--- src/rtl/i2c_slave_mem_node_pkg.sv ---
// Shared types and constants for the I2C memory-mapped target.
package i2c_pkg;

  localparam int unsigned ADDR_W = 8;
  localparam int unsigned DATA_W = 8;

  localparam logic ACK  = 1'b0;
  localparam logic NACK = 1'b1;

  typedef enum logic [3:0] {
    IDLE     = 4'd0,
    DEV_ADDR = 4'd1,
    RW       = 4'd2,
    ADDR_ACK = 4'd3,
    MEM_ADDR = 4'd4,
    MEM_ACK  = 4'd5,
    WR_DATA  = 4'd6,
    WR_ACK   = 4'd7,
    RD_DATA  = 4'd8,
    RD_ACK   = 4'd9
  } i2c_state_t;

endpackage

--- src/rtl/i2c_slave_mem_node_if.sv ---
// Open-drain I2C bus view: master drives SCL and the resolved SDA, target pulls SDA low via sda_oe.
interface i2c_slave_mem_node_if;
  logic scl;
  logic sda_i;
  logic sda_oe;

  modport master (output scl, output sda_i, input sda_oe);
  modport slave  (input scl, input sda_i, output sda_oe);
endinterface

--- src/rtl/i2c_mem256x8.sv ---
// Byte-wide register file: synchronous write, combinational read, reset loads mem[i] = i.
module i2c_mem256x8
  import i2c_pkg::*;
#(
  parameter int unsigned MEM_DEPTH = 256
) (
  input  logic              clk,
  input  logic              reset,
  input  logic              wr_en,
  input  logic [ADDR_W-1:0] addr,
  input  logic [DATA_W-1:0] wr_data,
  output logic [DATA_W-1:0] rd_data_c
);

  function automatic logic [MEM_DEPTH-1:0][DATA_W-1:0] init_pattern();
    logic [MEM_DEPTH-1:0][DATA_W-1:0] v;
    v = '0;
    for (int unsigned i = 0; i < MEM_DEPTH; i++) v[ADDR_W'(i)] = DATA_W'(i);
    return v;
  endfunction

  localparam logic [MEM_DEPTH-1:0][DATA_W-1:0] MEM_INIT = init_pattern();

  logic [MEM_DEPTH-1:0][DATA_W-1:0] mem;

  always_ff @(posedge clk or negedge reset) begin
    if (!reset)     mem       <= MEM_INIT;
    else if (wr_en) mem[addr] <= wr_data;
  end

  assign rd_data_c = mem[addr];

endmodule

--- src/rtl/i2c_slave_mem_node.sv ---
// I2C target with 8-bit device ID match and a 256x8 register memory behind an 8-bit pointer.
module i2c_slave_mem_node
  import i2c_pkg::*;
#(
  parameter int unsigned MEM_DEPTH   = 256,
  parameter int unsigned SYNC_STAGES = 2
) (
  input  logic                  clk,
  input  logic                  reset,
  input  logic [ADDR_W-1:0]     id,
  i2c_slave_mem_node_if.slave   bus,
  output logic [3:0]            state,
  output logic [DATA_W-1:0]     data_buffer
);

  logic [SYNC_STAGES-1:0] scl_sync, sda_sync;
  logic scl_s, sda_s, scl_q, sda_q;
  logic scl_rise, scl_fall, start_cond, stop_cond;

  i2c_state_t        st;
  logic [3:0]        bit_cnt;
  logic              rw;
  logic              sda_oe_q;
  logic [ADDR_W-1:0] mem_address;
  logic              wr_en;
  logic [DATA_W-1:0] wr_data;
  logic [DATA_W-1:0] rd_data;
  logic [DATA_W-1:0] shifted;

  // Synchronizers and one-deep history; idle bus level is high on both lines
  always_ff @(posedge clk or negedge reset) begin
    if (!reset) begin
      scl_sync <= '1;
      sda_sync <= '1;
      scl_q    <= 1'b1;
      sda_q    <= 1'b1;
    end else begin
      scl_sync <= {scl_sync[SYNC_STAGES-2:0], bus.scl};
      sda_sync <= {sda_sync[SYNC_STAGES-2:0], bus.sda_i};
      scl_q    <= scl_s;
      sda_q    <= sda_s;
    end
  end

  assign scl_s      = scl_sync[SYNC_STAGES-1];
  assign sda_s      = sda_sync[SYNC_STAGES-1];
  assign scl_rise   =  scl_s & ~scl_q;
  assign scl_fall   = ~scl_s &  scl_q;
  assign start_cond =  scl_s &  scl_q &  sda_q & ~sda_s;
  assign stop_cond  =  scl_s &  scl_q & ~sda_q &  sda_s;
  assign shifted    = {data_buffer[DATA_W-2:0], sda_s};

  // In slave-ACK states sda_oe_q doubles as the phase flag: 0 on the fall that
  // opens the ACK slot, 1 on the fall that closes it.
  always_ff @(posedge clk or negedge reset) begin
    if (!reset) begin
      st          <= IDLE;
      sda_oe_q    <= 1'b0;
      data_buffer <= '0;
      bit_cnt     <= '0;
      mem_address <= '0;
      rw          <= 1'b0;
      wr_en       <= 1'b0;
      wr_data     <= '0;
    end else begin
      wr_en <= 1'b0;
      if (start_cond) begin
        st       <= DEV_ADDR;
        bit_cnt  <= '0;
        sda_oe_q <= 1'b0;
      end else if (stop_cond) begin
        st       <= IDLE;
        bit_cnt  <= '0;
        sda_oe_q <= 1'b0;
      end else if (scl_rise) begin
        case (st)
          DEV_ADDR: begin
            data_buffer <= shifted;
            if (bit_cnt == 4'd7) begin
              bit_cnt <= '0;
              st      <= RW;
            end else begin
              bit_cnt <= bit_cnt + 4'd1;
            end
          end
          RW: begin
            rw <= sda_s;
            st <= ADDR_ACK;
          end
          MEM_ADDR: begin
            data_buffer <= shifted;
            if (bit_cnt == 4'd7) begin
              mem_address <= shifted;
              bit_cnt     <= '0;
              st          <= MEM_ACK;
            end else begin
              bit_cnt <= bit_cnt + 4'd1;
            end
          end
          WR_DATA: begin
            data_buffer <= shifted;
            if (bit_cnt == 4'd7) begin
              wr_en   <= 1'b1;
              wr_data <= shifted;
              bit_cnt <= '0;
              st      <= WR_ACK;
            end else begin
              bit_cnt <= bit_cnt + 4'd1;
            end
          end
          RD_DATA: bit_cnt <= bit_cnt + 4'd1;
          RD_ACK: begin
            if (sda_s == ACK) mem_address <= mem_address + ADDR_W'(1);
            else              st          <= IDLE;
          end
          default: ;
        endcase
      end else if (scl_fall) begin
        case (st)
          ADDR_ACK: begin
            if (!sda_oe_q) begin
              if (data_buffer == id) sda_oe_q <= 1'b1;
              else                   st       <= IDLE;
            end else begin
              sda_oe_q <= 1'b0;
              st       <= MEM_ADDR;
            end
          end
          MEM_ACK: begin
            if (!sda_oe_q) begin
              sda_oe_q <= 1'b1;
            end else if (rw) begin
              data_buffer <= rd_data;
              sda_oe_q    <= ~rd_data[DATA_W-1];
              bit_cnt     <= '0;
              st          <= RD_DATA;
            end else begin
              sda_oe_q <= 1'b0;
              st       <= WR_DATA;
            end
          end
          WR_ACK: begin
            if (!sda_oe_q) begin
              sda_oe_q <= 1'b1;
            end else begin
              sda_oe_q    <= 1'b0;
              mem_address <= mem_address + ADDR_W'(1);
              st          <= WR_DATA;
            end
          end
          RD_DATA: begin
            if (bit_cnt == 4'd8) begin
              sda_oe_q <= 1'b0;
              bit_cnt  <= '0;
              st       <= RD_ACK;
            end else begin
              data_buffer <= {data_buffer[DATA_W-2:0], 1'b0};
              sda_oe_q    <= ~data_buffer[DATA_W-2];
            end
          end
          RD_ACK: begin
            // Only reached after a master ACK; pointer was bumped on the rising edge
            data_buffer <= rd_data;
            sda_oe_q    <= ~rd_data[DATA_W-1];
            bit_cnt     <= '0;
            st          <= RD_DATA;
          end
          default: ;
        endcase
      end
    end
  end

  assign state      = st;
  assign bus.sda_oe = sda_oe_q;

  i2c_mem256x8 #(.MEM_DEPTH(MEM_DEPTH)) u_mem (
    .clk       (clk),
    .reset     (reset),
    .wr_en     (wr_en),
    .addr      (mem_address),
    .wr_data   (wr_data),
    .rd_data_c (rd_data)
  );

endmodule

--- src/flat_wrapper.sv ---
// flat-port wrapper written by rule: the top's interface ports become plain ports
module i2c_slave_mem_node_flat import i2c_pkg::*;
#(
  parameter int unsigned MEM_DEPTH   = 256,
  parameter int unsigned SYNC_STAGES = 2
)
  (clk, reset, id, state, data_buffer, bus_scl, bus_sda_i, bus_sda_oe);
  i2c_slave_mem_node_if bus_i ();
  input  logic clk;
  input  logic reset;
  input  logic [ADDR_W-1:0] id;
  output logic [3:0] state;
  output logic [DATA_W-1:0] data_buffer;
  input wire logic [$bits(bus_i.scl)-1:0] bus_scl;
  input wire logic [$bits(bus_i.sda_i)-1:0] bus_sda_i;
  output wire logic [$bits(bus_i.sda_oe)-1:0] bus_sda_oe;
  assign bus_i.scl = bus_scl;
  assign bus_i.sda_i = bus_sda_i;
  assign bus_sda_oe = bus_i.sda_oe;
  i2c_slave_mem_node #(.MEM_DEPTH(MEM_DEPTH), .SYNC_STAGES(SYNC_STAGES)) u_core (.clk(clk), .reset(reset), .id(id), .bus(bus_i), .state(state), .data_buffer(data_buffer));
endmodule
--- config.mk ---
export PLATFORM = sky130hd
export DESIGN_NAME = i2c_slave_mem_node_flat
export DESIGN_NICKNAME = d
export VERILOG_FILES = /design/src/rtl/i2c_slave_mem_node_pkg.sv /design/src/rtl/i2c_slave_mem_node_if.sv /design/src/rtl/i2c_mem256x8.sv /design/src/rtl/i2c_slave_mem_node.sv /design/src/flat_wrapper.sv
export SDC_FILE = /design/constraint.sdc
export NUM_CORES = 2
export LEC_CHECK = 0
export ABC_AREA = 1
export BUFFER_PORTS_ARGS = -buffer_cell sky130_fd_sc_hd__buf_4
export CORE_AREA = 2 2 426 428
export DETAILED_ROUTE_END_ITERATION = 8
export DIE_AREA = 0 0 428 430
export HOLD_SLACK_MARGIN = 0.05
export PLACE_DENSITY_LB_ADDON = 0.12
export REMOVE_ABC_BUFFERS = 1
export SLEW_MARGIN = 30
export SYNTH_ARGS = -nofsm -noshare
export SYNTH_HDL_FRONTEND = slang
export SYNTH_HIERARCHICAL = 1
export SYNTH_SLANG_ARGS = --single-unit
--- constraint.sdc ---
create_clock -name clk -period 3.2 [get_ports clk]
set_input_delay 0.32 -clock clk [delete_from_list [all_inputs] [get_ports clk]]
set_output_delay 0.32 -clock clk [all_outputs]
set_load 0.02 [all_outputs]
=== Yosys cells after proc, flatten, opt, wreduce, memory -nomap -nowiden ===
Index checks and enable logic that the tools add are counted.

* Bitwise logic cells: 15
* Reduce and logical (&&, ||, !) cells: 18
* Equal/unequal tests: 31
* Order comparisons: 2
* Muxes and demuxes: 61
* Add/subtract/negate cells: 2

{| class="wikitable"
|+ Operators with widths
! operator !! number
|-
| 2048-bit bitwise mux || 1
|-
| 8-bit two-way mux || 14
|-
| 4-bit two-way mux || 22
|-
| 8-bit binary-select mux with 8-bit select || 1
|-
| 8-bit demux with 8-bit select || 1
|-
| 4-bit case mux with 5 select lines || 2
|-
| 8-bit case mux with 3 select lines || 1
|-
| 4-bit by 3-bit equality test with 1-bit output, second input constant || 5
|-
| 5-bit by 1-bit != test with 1-bit output, second input constant || 4
|-
| 5-bit != test, second input constant || 4
|-
| 8-bit case mux with 2 select lines || 1
|-
| 8-bit AND reduction || 2
|-
| 1-bit two-way mux || 15
|-
| 4-bit equality test, second input constant || 3
|-
| 3-bit != test, second input constant || 4
|-
| 4-bit case mux with 3 select lines || 1
|-
| 11-bit AND reduction || 1
|-
| 8-bit by 9-bit < comparator with 1-bit output, second input constant || 1
|-
| 8-bit by 1-bit adder with 8-bit output, second input constant || 1
|-
| 4-bit by 2-bit equality test with 1-bit output, second input constant || 2
|-
| 8-bit equality test || 1
|-
| 8-bit by 1-bit >= comparator with 1-bit output, second input constant || 1
|-
| 8-bit != test, second input constant || 1
|-
| 1-bit NOT || 8
|-
| 22 further kinds || 32
|}

* Output and inout bits: 13
* Flip-flop bits (word level): 2089
* Input port bits: 12

=== Depth between registers and ports, before layout ===
* Depth after elaboration: 10
* Mapped depth: 24

=== Hierarchy ===
Netlist, hierarchy kept.

{| class="wikitable"
|+ Modules (own cells, without submodules)
! module !! cells each !! times used !! area an instance (um^2) !! sequential area each (um^2)
|-
| i2c_mem256x8 || 12572 || 1 || 95541.6 || 52530.4
|-
| i2c_slave_mem_node || 376 || 1 || 2612.5 || 1033.5
|}

=== Worst setup path before layout ===
Ideal clock, no wire load.

* Path kind: flip-flop to flip-flop
* From: register u_core.mem_address[0]
* To: register u_core.sda_oe_q, in the netlist u_core/bus.sda_oe
* Required time: 3134 ps
* Arrival time: 2287 ps
* Library setup time: 66 ps
* Period minus slack after synthesis: 2352 ps
* Path slack: 848 ps
* Path buffers: 4
* Stages on the path, launching flop included: 24
* Cells stage by stage: dfrtp_1 buf_4 buf_4 buf_2 clkbuf_1 nand2_1 nand2_1 nand2_1 nand3_1 nand2_1 nand2_1 o21ai_0 nand2_1 nor2_1 nor2_1 nor2_1 nand2_1 inv_1 nand3_1 a21oi_1 nor2_1 nand2_1 nand3_1 nand2_1

* Cells in the longest elaborated chain, start to end: 10

{| class="wikitable"
|+ RTL lines
! what !! RTL line !! source
|-
| start, declared || i2c_slave_mem_node.sv:24 || <nowiki>logic [ADDR_W-1:0] mem_address;</nowiki>
|-
| start signal, assigned || i2c_slave_mem_node.sv:93 || <nowiki>mem_address <= shifted;</nowiki>
|-
| start signal, assigned || i2c_slave_mem_node.sv:113 || <nowiki>if (sda_s == ACK) mem_address <= mem_address + ADDR_W'(1);</nowiki>
|-
| start signal, assigned || i2c_slave_mem_node.sv:147 || <nowiki>mem_address <= mem_address + ADDR_W'(1);</nowiki>
|-
| 8-bit binary-select mux with 8-bit select * || i2c_mem256x8.sv:31 || <nowiki>assign rd_data_c = mem[addr];</nowiki>
|-
| 8-bit two-way mux (implied by the code) * || i2c_mem256x8.sv:31 ||
|-
| net u_core.rd_data[7] || i2c_slave_mem_node.sv:27 || <nowiki>logic [DATA_W-1:0] rd_data;</nowiki>
|-
| 1-bit NOT * || i2c_slave_mem_node.sv:134, i2c_slave_mem_node.sv:164 ||
|-
| 1-bit two-way mux || i2c_slave_mem_node.sv:132 || <nowiki>end else if (rw) begin</nowiki>
|-
| 1-bit two-way mux || i2c_slave_mem_node.sv:130 || <nowiki>if (!sda_oe_q) begin</nowiki>
|-
| 1-bit case mux with 5 select lines * || i2c_slave_mem_node.sv:119 || <nowiki>case (st)</nowiki>
|-
| 1-bit two-way mux * || i2c_slave_mem_node.sv:118 || <nowiki>end else if (scl_fall) begin</nowiki>
|-
| 1-bit two-way mux * || i2c_slave_mem_node.sv:75 || <nowiki>end else if (scl_rise) begin</nowiki>
|-
| 1-bit two-way mux * || i2c_slave_mem_node.sv:71 || <nowiki>end else if (stop_cond) begin</nowiki>
|-
| 1-bit two-way mux * || i2c_slave_mem_node.sv:67 || <nowiki>if (start_cond) begin</nowiki>
|-
| end signal, assigned || i2c_slave_mem_node.sv:134 || <nowiki>sda_oe_q <= ~rd_data[DATA_W-1];</nowiki>
|-
| end signal, assigned || i2c_slave_mem_node.sv:158 || <nowiki>sda_oe_q <= ~data_buffer[DATA_W-2];</nowiki>
|-
| end signal, assigned || i2c_slave_mem_node.sv:164 || <nowiki>sda_oe_q <= ~rd_data[DATA_W-1];</nowiki>
|-
| end, declared || i2c_slave_mem_node.sv:23 || <nowiki>logic sda_oe_q;</nowiki>
|}

The timed path passes the listed nets; every way through them passes the cells marked *. The select of a mux whose other input is x is not followed.
A chain may end at the register's enable or synchronous reset.

=== Final worst setup path ===
* From: register u_core.mem_address[0]
* To: register u_core.data_buffer[3]

* Cells in the longest elaborated chain, start to end: 7

{| class="wikitable"
|+ RTL lines
! what !! RTL line !! source
|-
| 8-bit binary-select mux with 8-bit select * || i2c_mem256x8.sv:31 ||
|-
| 8-bit two-way mux (implied by the code) * || i2c_mem256x8.sv:31 ||
|-
| net u_core.rd_data[3] || i2c_slave_mem_node.sv:27 ||
|-
| 8-bit two-way mux || i2c_slave_mem_node.sv:132 ||
|-
| 8-bit two-way mux || i2c_slave_mem_node.sv:130 ||
|-
| 8-bit case mux with 3 select lines * || i2c_slave_mem_node.sv:119 ||
|-
| 8-bit two-way mux * || i2c_slave_mem_node.sv:118 ||
|-
| 8-bit two-way mux * || i2c_slave_mem_node.sv:75 ||
|-
| end signal, assigned || i2c_slave_mem_node.sv:78 || <nowiki>data_buffer <= shifted;</nowiki>
|-
| end signal, assigned || i2c_slave_mem_node.sv:91 || <nowiki>data_buffer <= shifted;</nowiki>
|-
| end signal, assigned || i2c_slave_mem_node.sv:133 || <nowiki>data_buffer <= rd_data;</nowiki>
|-
| end, declared || i2c_slave_mem_node.sv:13 || <nowiki>output logic [DATA_W-1:0] data_buffer</nowiki>
|}

Marked as above.

==> qor.txt <==
largest net degree at the start of global routing: 142
WL/cell: 20.74 um
initial DRC count: 9867
Clock Sinks: 2089
Slew HR: 0.2764
CTS Buf Count: 216
top_reg_cell synth: dfrtp_1
number of synthesized flops with an enable pin: 0
remaining antenna violation count: 0
Setup Skew: 0.03374 ns
num ports: 25
Worst-path clk slew: 0.06 ns
Clk Latency, worst-skew pair: 0.88 ns
worst r2r src: u_core/mem_address[0]$_DFFE_PN0P_
Synth cell types: 37
global-route wire length before repair: 490600 um
Async SR Flop Fraction: 1.000
number of fill cells: 15943
drt pass-1 iters: 9
H-tree depth: 4
vias per cell: 5.645
required time of the critical path: 3.97 ns
placed cell areas: 0.1028 mm2
status: complete, but fails checks
critical path startpoint category: flip-flop
DRC viols: 0
post-synth top area share: 0.2757
Seq/Total Area, Yosys: 0.5457
CORE AREA: 0.1798 mm2
Synth Warn #: 6
die height: 430 um
Final Critical Period: 3.208 ns
Power Density: 598.3 mW/mm2
crit path max fanout: 18
Die X: 428 um
Overflow after GRT: 0
Site Rows: 156
hold path cells: 2
starting density of the core: 0.5460
All-Layer GR Usage: 0.3401
Max-Cap Viols: 0
cell accounting for the most synthesized area: dfstp_2
R2R Setup Slk: -0.008 ns
vias in the first global route: 82123
Lkg Pwr: 50.37 nW
total wire length: 318700 um
Worst Hold Class: input port to flip-flop
Pwr Total: 66.45 mW
Layout area overhead: 13.15%
Final WS setup: -0.007591 ns
Synth Cell Area: 0.09815 mm2
WP data arrival: 3.97 ns
FMAX: 311.8 MHz
routability congestion estimate: 0.9566
kind of critical path: flip-flop to flip-flop
r2r endpoint: u_core/data_buffer[3]$_DFFE_PN0P_
Final Cycle Share: 1.002
Clock Root Buffer: clkbuf_16
r2r worst-path depth: 21
worst hold path endpoint: u_core/scl_sync[0]$_DFF_PN1_
hold_ws: 0.1149 ns
failing checks: negative setup slack
Final Cell Area: 0.1111 mm2
Peak VDD IR: 0.0005162 V
count of final hold-check violations: 0
most frequent cell after synthesis: nand2_1
initial antenna violation count: 6
Vias: 86758
Least-Margin Pin Slew: 1.085 ns
Slew Limit Fails: 0
worst hold start: bus_scl
#FFs+latches synth: 2089
dpl hpwl: 197200 um
CTS tree: built
Worst setup EP type: flip-flop
setup violators final: 1
Mapped Avg Cell Area: 7.581 um2
largest cells by area after synthesis: dfstp_2, dfrtp_1, nand2_1, o21ai_0, clkbuf_1
synthesized netlist cell count: 12948
IO buf count: 24
RSZ-0062 raised after global routing: yes
Final #Nets: 12818
Final TNS setup: -0.007591 ns
die area: 0.1840 mm2
Layout Utilization: 0.6178
Synth top cells by count: nand2_1, o21ai_0, dfrtp_1, dfstp_2, clkbuf_1
Clock Tree Buf Depth: 3
layout cells sized above 1: 0.1578
## state kept, by name (all words and copies together), names as in the netlist
| signal | cells |
|---|---|
| u_core/u_mem/mem | 2048 |
| u_core/data_buffer | 8 |
| u_core/mem_address | 8 |
| u_core/wr_data | 8 |
| u_core/bit_cnt | 4 |
| u_core/state | 4 |
| u_core/scl_sync | 2 |
| u_core/sda_sync | 2 |
| u_core/bus.sda_oe | 1 |
| u_core/rw | 1 |
| u_core/scl_q | 1 |
| u_core/sda_q | 1 |
| u_core/wr_en | 1 |
## critical path: stages, from the launching register on
cell and delay [ns]:
dfrtp_4 0.49, buf_12 0.16, buf_12 0.14, nand2_4 0.08, inv_6 0.09, buf_16 0.17
buf_6 0.18, nand2_1 0.07, nand3_1 0.15, nand2_1 0.10, nand2_1 0.09, o21ai_1 0.19
buf_4 0.15, nand2_1 0.18, nor2_1 0.15, nor2_1 0.06, nor2_2 0.22, nand2_1 0.08
nor2_1 0.10, a21oi_1 0.06, nand3_1 0.09, nand2_1 0.06
## report_power, final
part / switching (mW) / internal (mW) / total, mW
registers: 0.226 / 26.6 / 26.8
logic: 10.3 / 3.79 / 14.1
clock network: 11.0 / 14.5 / 25.5
total: 21.5 / 44.9 / 66.4
## metal layers
| metal | up-vias | part of all wire | track usage |
|---|---|---|---|
| li1 | 40623 | - | - |
| met2 | 3515 | 0.44 | 0.5135 |
| met5 | - | 0.000041 | 0 |
| met4 | 2 | 0.047 | 0.1526 |
| met3 | 697 | 0.088 | 0.06291 |
| met1 | 41921 | 0.42 | 0.4797 |
## worst max-delay path by stage
stage,startpoint,end
finish,u_core/mem_address[0]$_DFFE_PN0P_,u_core/data_buffer[3]$_DFFE_PN0P_
global route,u_core/mem_address[0]$_DFFE_PN0P_,u_core/data_buffer[2]$_DFFE_PN0P_
CTS,u_core/mem_address[0]$_DFFE_PN0P_,u_core/bus.sda_oe$_DFFE_PN0P_
detailed placement,u_core/mem_address[0]$_DFFE_PN0P_,u_core/bus.sda_oe$_DFFE_PN0P_
global placement,u_core/mem_address[0]$_DFFE_PN0P_,u_core/bus.sda_oe$_DFFE_PN0P_
floorplan,u_core/mem_address[0]$_DFFE_PN0P_,u_core/u_mem/mem[1070]$_DFFE_PN0P_
## kinds of logic after synthesis
logic type | Yosys count | synth area share
buffers and inverters | 1010 | 0.04140
DFF | 2089 | 0.5457
adders and majority gates | 6 | 0.0007648
AOI/OAI and AO/OA | 2306 | 0.1178
xor gates and xnor gates | 9 | 0.0008031
and+or+nand+nor | 7528 | 0.2936
## area by class of cell
cell class | instances | area [um2] | area share
flip-flops and latches | 2089 | 53570 | 0.4824
clock inverters | 72 | 827.0 | 0.007447
multi-input cells | 9849 | 40860 | 0.3679
well taps | 2370 | 2965 | 0.02670
repair inverters | 1 | 11.26 | 0.0001014
inverters | 112 | 526.8 | 0.004743
repair buffers | 531 | 5901 | 0.05313
diodes | 2 | 5.005 | 0.00004506
clock buffers | 342 | 6399 | 0.05761
## cell usage in the layout, fill, tap and decap left out, drive strengths merged
cell type,count
nand3b,1
ha,6
clkinvlp,4
clkinv,54
or2,2
nand2,7042
o22ai,1
a211oi,1
nor2,213
buf,510
a21oi,99
nand4,4
bufinv,9
nor3b,1
nor3,21
o21a,1
xnor2,6
clkbuf,354
dfrtp,1059
diode,2
dfstp,1030
xor2,3
nand3,243
nand2b,1
bufbuf,1
o21ai,2204
dlygate4sd3,8
inv,118
## per-stage QoR
stage / cells / worst slack (ns)
after detailed placement: 14918 / -0.2597
after global routing: 15366 / -0.1529
after floorplan: 12050 / -37.15
after CTS: 15343 / -0.09359
final: 15368 / -0.007591
after global placement: 14918 / -0.3192
## what timing repair did
action,CTS,global route
gates cloned,2,13
pin swaps,2,19
buffers inserted,2,11
gates resized for setup,32,161
hold endpoints to repair,757,0
hold buffers,8,0
setup endpoints to repair,59,72
No activity file was read; power rests on OpenSTA's default activity.
